<file path="config.mk">
export PLATFORM = sky130hd
export DESIGN_NAME = clk_en_div
export DESIGN_NICKNAME = d
export VERILOG_FILES = /design/src/rtl/clk_en_div_pkg.sv /design/src/rtl/clk_en_div.sv
export SDC_FILE = /design/constraint.sdc
export NUM_CORES = 1
export LEC_CHECK = 0
export CAP_MARGIN = 20
export CORE_MARGIN = 10
export CORE_UTILIZATION = 40
export DETAILED_ROUTE_END_ITERATION = 12
export GPL_TIMING_DRIVEN = 0
export HOLD_SLACK_MARGIN = 0.1
export SETUP_SLACK_MARGIN = 0.02
export SYNTH_ARGS = -nofsm -noshare
export SYNTH_HDL_FRONTEND = slang
export SYNTH_SLANG_ARGS = --single-unit
</file>
<file path="constraint.sdc">
create_clock -name clk_100m -period 2.2 [get_ports clk_100m]
set_clock_uncertainty 0.2 [all_clocks]
set_input_delay 0.33 -clock clk_100m [delete_from_list [all_inputs] [get_ports clk_100m]]
set_output_delay 0.33 -clock clk_100m [all_outputs]
set_load 0.02 [all_outputs]
</file>
<file path="src/rtl/clk_en_div_pkg.sv">
// Shared clocking definitions for the clock-enable divider: FSM states and
// the ratio in effect after reset.
package clk_en_div_pkg;

    typedef enum logic [0:0] {
        ST_IDLE = 1'b0,
        ST_RUN  = 1'b1
    } state_t;

    // 100 MHz / 4 = 25 MHz enable
    localparam int DEFAULT_RESET_DIV = 4;

endpackage

</file>
<file path="src/rtl/clk_en_div.sv">
// Divide-by-N clock-enable generator on clk_100m. Downstream logic stays on
// clk_100m and qualifies with ce; ce_sq is an observation-only square wave.
module clk_en_div
    import clk_en_div_pkg::*;
#(
    parameter int CNT_WIDTH = 8,
    parameter int RESET_DIV = DEFAULT_RESET_DIV
) (
    input  logic                 clk_100m,
    input  logic                 reset,
    input  logic                 run_en,
    input  logic [CNT_WIDTH-1:0] div_val,
    input  logic                 div_load,
    output logic                 div_ack,
    output logic                 ce,
    output logic                 ce_sq,
    output logic [CNT_WIDTH-1:0] ce_cnt,
    output logic                 busy
);

    state_t               state;
    logic [CNT_WIDTH-1:0] cnt;
    logic [CNT_WIDTH-1:0] n_act;
    logic [CNT_WIDTH-1:0] pend_val;
    logic                 pend;

    logic [CNT_WIDTH-1:0] n_last;
    logic [CNT_WIDTH-1:0] n_half;
    logic [CNT_WIDTH-1:0] load_val;
    logic                 wrap;
    logic                 apply;

    assign n_last   = n_act - CNT_WIDTH'(1);
    assign n_half   = n_act >> 1;
    assign load_val = (div_val == '0) ? CNT_WIDTH'(1) : div_val;
    assign wrap     = (state == ST_RUN) && (cnt == n_last);
    // A new ratio only lands on a period boundary, or immediately when idle.
    assign apply    = pend && ((state == ST_IDLE) || wrap);

    always_ff @(posedge clk_100m) begin
        if (reset) begin
            state    <= ST_IDLE;
            cnt      <= '0;
            n_act    <= CNT_WIDTH'(RESET_DIV);
            pend_val <= '0;
            pend     <= 1'b0;
            ce       <= 1'b0;
            ce_sq    <= 1'b0;
            div_ack  <= 1'b0;
        end else begin
            // Gating with run_en keeps the stop cycle from emitting a last ce.
            ce      <= wrap && run_en;
            ce_sq   <= (state == ST_RUN) && run_en && (cnt < n_half);
            div_ack <= apply;

            if (apply)
                n_act <= pend_val;

            // A load on the apply cycle becomes the next pending ratio.
            if (div_load) begin
                pend_val <= load_val;
                pend     <= 1'b1;
            end else if (apply) begin
                pend     <= 1'b0;
            end

            case (state)
                ST_IDLE: begin
                    cnt <= '0;
                    if (run_en)
                        state <= ST_RUN;
                end
                ST_RUN: begin
                    if (!run_en) begin
                        state <= ST_IDLE;
                        cnt   <= '0;
                    end else if (wrap) begin
                        cnt   <= '0;
                    end else begin
                        cnt   <= cnt + CNT_WIDTH'(1);
                    end
                end
                default: begin
                    state <= ST_IDLE;
                    cnt   <= '0;
                end
            endcase
        end
    end

    assign ce_cnt = cnt;
    assign busy   = (state == ST_RUN);

endmodule

</file>
### After elaboration in Yosys (flattened, before gate mapping)

Cells that the tools add are included.

* register bits: 29
* input bits: 12
* output and inout port bits: 12
* word-level logic and storage cells: 28

* $add $sub $neg: 2
* $lt $le $gt $ge: 1
* equality and inequality tests: 1
* mux-type cells: 7
* bitwise gates (word level): 1
* reduce and logical (&&, ||, !) cells: 8

Operators with widths (number)
* $mux 8: 3
* $pmux 8 s2: 1
* $add 8x1->8 const B: 1
* $eq 8x8->1: 1
* $logic_not 8->1: 1
* $lt 8x7->1: 1
* $sub 8x1->8 const B: 1
* $logic_and 1x1->1: 5
* $mux 1: 3
* $reduce_bool 2->1: 1
* $logic_or 1x1->1: 1
* $not 1->1: 1

### Depth between registers and ports, before layout

* depth after elaboration: 7
* depth in mapped cells: 9
* gate-level depth less buffers: 8

### Worst setup path before layout

Ideal clock, no wire load.

* path kind: register to register
* start point: reg n_act[0]
* end point: reg n_act[0]
* data arrival time: 2.096 ns
* data required time: 1.879 ns
* slack: -0.217 ns
* cell stages (with the launch flop): 10
* cells stage by stage: dfxtp_1 > inv_1 > ha_1 > or3b_1 > a211oi_2 > nand4_4 > or3b_1 > buf_2 > o2111ai_1 > nand2_1

* word-level cells in the longest chain between the ends: 5

Ends and longest elaborated chain
* start, declared: RTL line clk_en_div.sv:23 `logic [CNT_WIDTH-1:0] n_act;`
* start signal, assigned: RTL line clk_en_div.sv:44 `n_act <= CNT_WIDTH'(RESET_DIV);`
* start signal, assigned: RTL line clk_en_div.sv:57 `n_act <= pend_val;`
* $sub 8x1->8: RTL line clk_en_div.sv:33 `assign n_last = n_act - CNT_WIDTH'(1);`
* $eq 8x8->1: RTL line clk_en_div.sv:36 `assign wrap = (state == ST_RUN) && (cnt == n_last);`
* $logic_and 1x1->1: RTL line clk_en_div.sv:36
* $logic_or 1x1->1: RTL line clk_en_div.sv:38 `assign apply = pend && ((state == ST_IDLE) || wrap);`
* $logic_and 1x1->1: RTL line clk_en_div.sv:38

No other way between the ends.
A chain may end at the register's enable or synchronous reset.

### Final worst setup path

* start point: reg n_act[1]
* end point: reg n_act[0]

The elaborated chain is that of the path after synthesis.

==> flow_summary.yaml <==
run_status:
  status: "finished with violations"
  violations: "setup timing"
flow_run:
  drv_cap: 0
placed_design:
  place_congestion: 0.805
  place_area_um2: 1960
  dp_hpwl_um: 3020
  port_buffers: 21
clock_tree:
  path_clk_slew_ps: 60
  insertion_delay_ps: 280
  h-tree-depth: 2
  clock-sinks: 29
  cts_tree: "built"
  cts_buffers: 5
  cts_max_path_buffers: 2
  clk_root_buffer_cell: "clkbuf_8"
finish:
  nFillCells: 360
  diodes: 0
  layout-drive-gt1-share_pct: 21.8
  nets: 245
  design_area_um2: 2220
  fin_util_pct: 55.8
  ff_latch_area_um2: 586
  synthToLayoutAreaGrowth_pct: 36.4
  multi_input_area_um2: 1080
pwr:
  peakVddDrop_v: 0.000297
  power-per-cell-area_nw_per_um2: 523
  leakage_nw: 0.816
  total_power_mw: 1.16
worst_setup_path:
  cp_cell_sequence: "inv_2, ha_4, or3b_1, a211oi_2, nand4_4, or3b_1, buf_6, o2111ai_2, nand2_1"
  r2r_cells: 9
  cpPeakStageDelay_ps: 390
  worstPathArrival_ps: 2370
  r2r_slack_ps: -210
  cp_max_fo: 7
  slowest_stage: "or3b_1"
  cp_common_cell: "or3b_1"
  cp-end-kind: "flop"
  critPathLaunchType: "flop"
  cp.depth: 9
  path_buf_inv: 2
  path_class: "reg -> reg"
  crit_family: "simple AND/OR/NAND/NOR gates"
  required_ps: 2160
grt:
  overflow: 0
  grt_antenna_before_repair: 0
  grt_pass1_vias: 1551
  grt_pass1_wl_um: 6930
  grt_max_degree: 11
  groute.usage.overall_pct: 11.8
sta:
  fin_crit_sh_pct: 109
  setup_ws_ps: -206
  rsz0062_at_grt: "true"
  maxClockFrequency_mhz: 416
  finalHoldViolations: 0
  slew_violations: 0
  worstMarginPinSlew_ps: 578
  setup_viol: 19
  relSlewSlack_pct: 61.4
  min_period_ps: 2410
synthesis:
  async_reset_ff_share_pct: 0
  synth_cell_types: 40
  ys_warn_count: 0
  syn_area_um2: 1620
  synth_area_per_cell_um2: 8.73
  synth-edff-count: 0
  synth_cells: 186
  syn-num-nets: 206
  synth_ff_type: "dfxtp_1"
  ys_seq_elements: 29
  ys_seq_area_share_pct: 35.7
detailed_routing:
  routedWlPerCell_um: 14.5
  drtAntennaViolNets: 0
  firstDrtPassIters: 4
  via_per_inst: 5.37
  routed_wl_um: 3990
  vias: 1478
  drtIter0Drc: 67
  drc: 0
hold_path:
  hold_path_class: "in -> reg"
  whs_path_depth: 2
floorplanning:
  initial_core_util_pct: 40.9
  die_width_um: 83.7
  rows: 23
  die-area_um2: 7010
  dieHeight_um: 83.7
  boundaryPins: 24
  coreArea_um2: 3970
-- area by class of cell --
cell class	instances	share of cell area [%]
clock buffer	7	3.90
sequential	29	26.4
inverter	12	2.03
timing repair buffer	32	13.8
multi-input combinational	136	48.6
buffer	9	2.43
tap	50	2.82
-- registers in the layout (all words and copies together), names as in the netlist --
signal	cells
ce_cnt	8
div_ack	1
n_act	8
ce	1
pend_val	8
pend	1
ce_sq	1
busy	1
-- power by group --
| group | internal, mW | total, mW | switching (mW) | leakage (nW) |
|---|---|---|---|---|
| clock network | 0.247 | 0.438 | 0.191 | 0.0443 |
| registers | 0.542 | 0.559 | 0.0166 | 0.238 |
| logic | 0.0725 | 0.163 | 0.0908 | 0.534 |
-- path summary, 6_finish.rpt --
kind / startpoint / end
max: n_act[1] / n_act[0]
min: reset / pend_val[2]
max reg2reg: n_act[1] / n_act[0]
min reg2reg: n_act[7] / n_act[7]
-- cells in the mapped netlist, types with 5 or more instances --
| cell type | number | area [µm²] |
|---|---|---|
| a32oi_1 | 7 | 61.3 |
| clkbuf_1 | 6 | 22.5 |
| dfxtp_1 | 29 | 581 |
| ha_1 | 8 | 100 |
| inv_1 | 11 | 41.3 |
| mux2i_1 | 7 | 70.1 |
| nand2_1 | 11 | 41.3 |
| nand3_1 | 10 | 50.1 |
| nor2_1 | 23 | 86.3 |
| nor2b_1 | 5 | 31.3 |
| nor3_1 | 9 | 45.0 |
| o2111ai_1 | 7 | 61.3 |
| xnor2_1 | 8 | 70.1 |
| xor2_1 | 5 | 43.8 |
-- per-stage QoR --
step	hold slack, ps	worst slack, ps	cells	TNS (ps)
after floorplan	243	-171	186	-1480
after global placement	263	-318	257	-5200
after detailed placement	265	-346	257	-5700
after CTS	237	-269	274	-3880
after global routing	245	-322	275	-5270
final	233	-206	275	-2750
-- cells in the final DEF (no fill, tap or decap), types with 2 or more instances in the layout --
cell and instances:
nand3_1 10, a21oi_1 2, xor2_1 5, buf_6 2
o21a_1 2, o21ai_1 2, xnor2_1 8, a32oi_1 7
nand2_1 11, o211ai_1 2, inv_2 3, dfxtp_1 27
nor2_1 19, inv_1 9, ha_1 7, clkbuf_1 6
clkbuf_8 6, nor2b_1 4, clkdlybuf4s50_1 21, o2111ai_2 7
nor2_2 4, nor3_1 8, buf_4 10, or3b_1 3
a211oi_4 2, and2_1 3, mux2i_1 7
-- routing by layer --
layer	global-route usage [%]	routed length, µm
met1	11.6	1620
met5	0	0
met3	5.47	276
met2	20.6	2010
met4	5.63	85
-- what timing repair did --
item,4_1_cts,5_1_grt
cloned,0,0
hold buffers,0,0
endpoints found under the setup margin,19,19
pin swaps,12,2
setup buffers,10,1
resized for setup,8,9
-- kinds of logic (layout without fill, tap and decap cells) --
| family | count (synthesis) | count (layout) | synth area share, % |
|---|---|---|---|
| and+or+nand+nor | 75 | 75 | 24.0 |
| AOI/OAI and AO/OA | 33 | 33 | 17.6 |
| DFF | 29 | 29 | 35.7 |
| buffers and inverters | 21 | 60 | 5.08 |
| xor gates and xnor gates | 13 | 13 | 7.01 |
| adders and majority gates | 8 | 8 | 6.16 |
| muxes | 7 | 7 | 4.31 |
No activity file was read; power rests on OpenSTA's default activity.
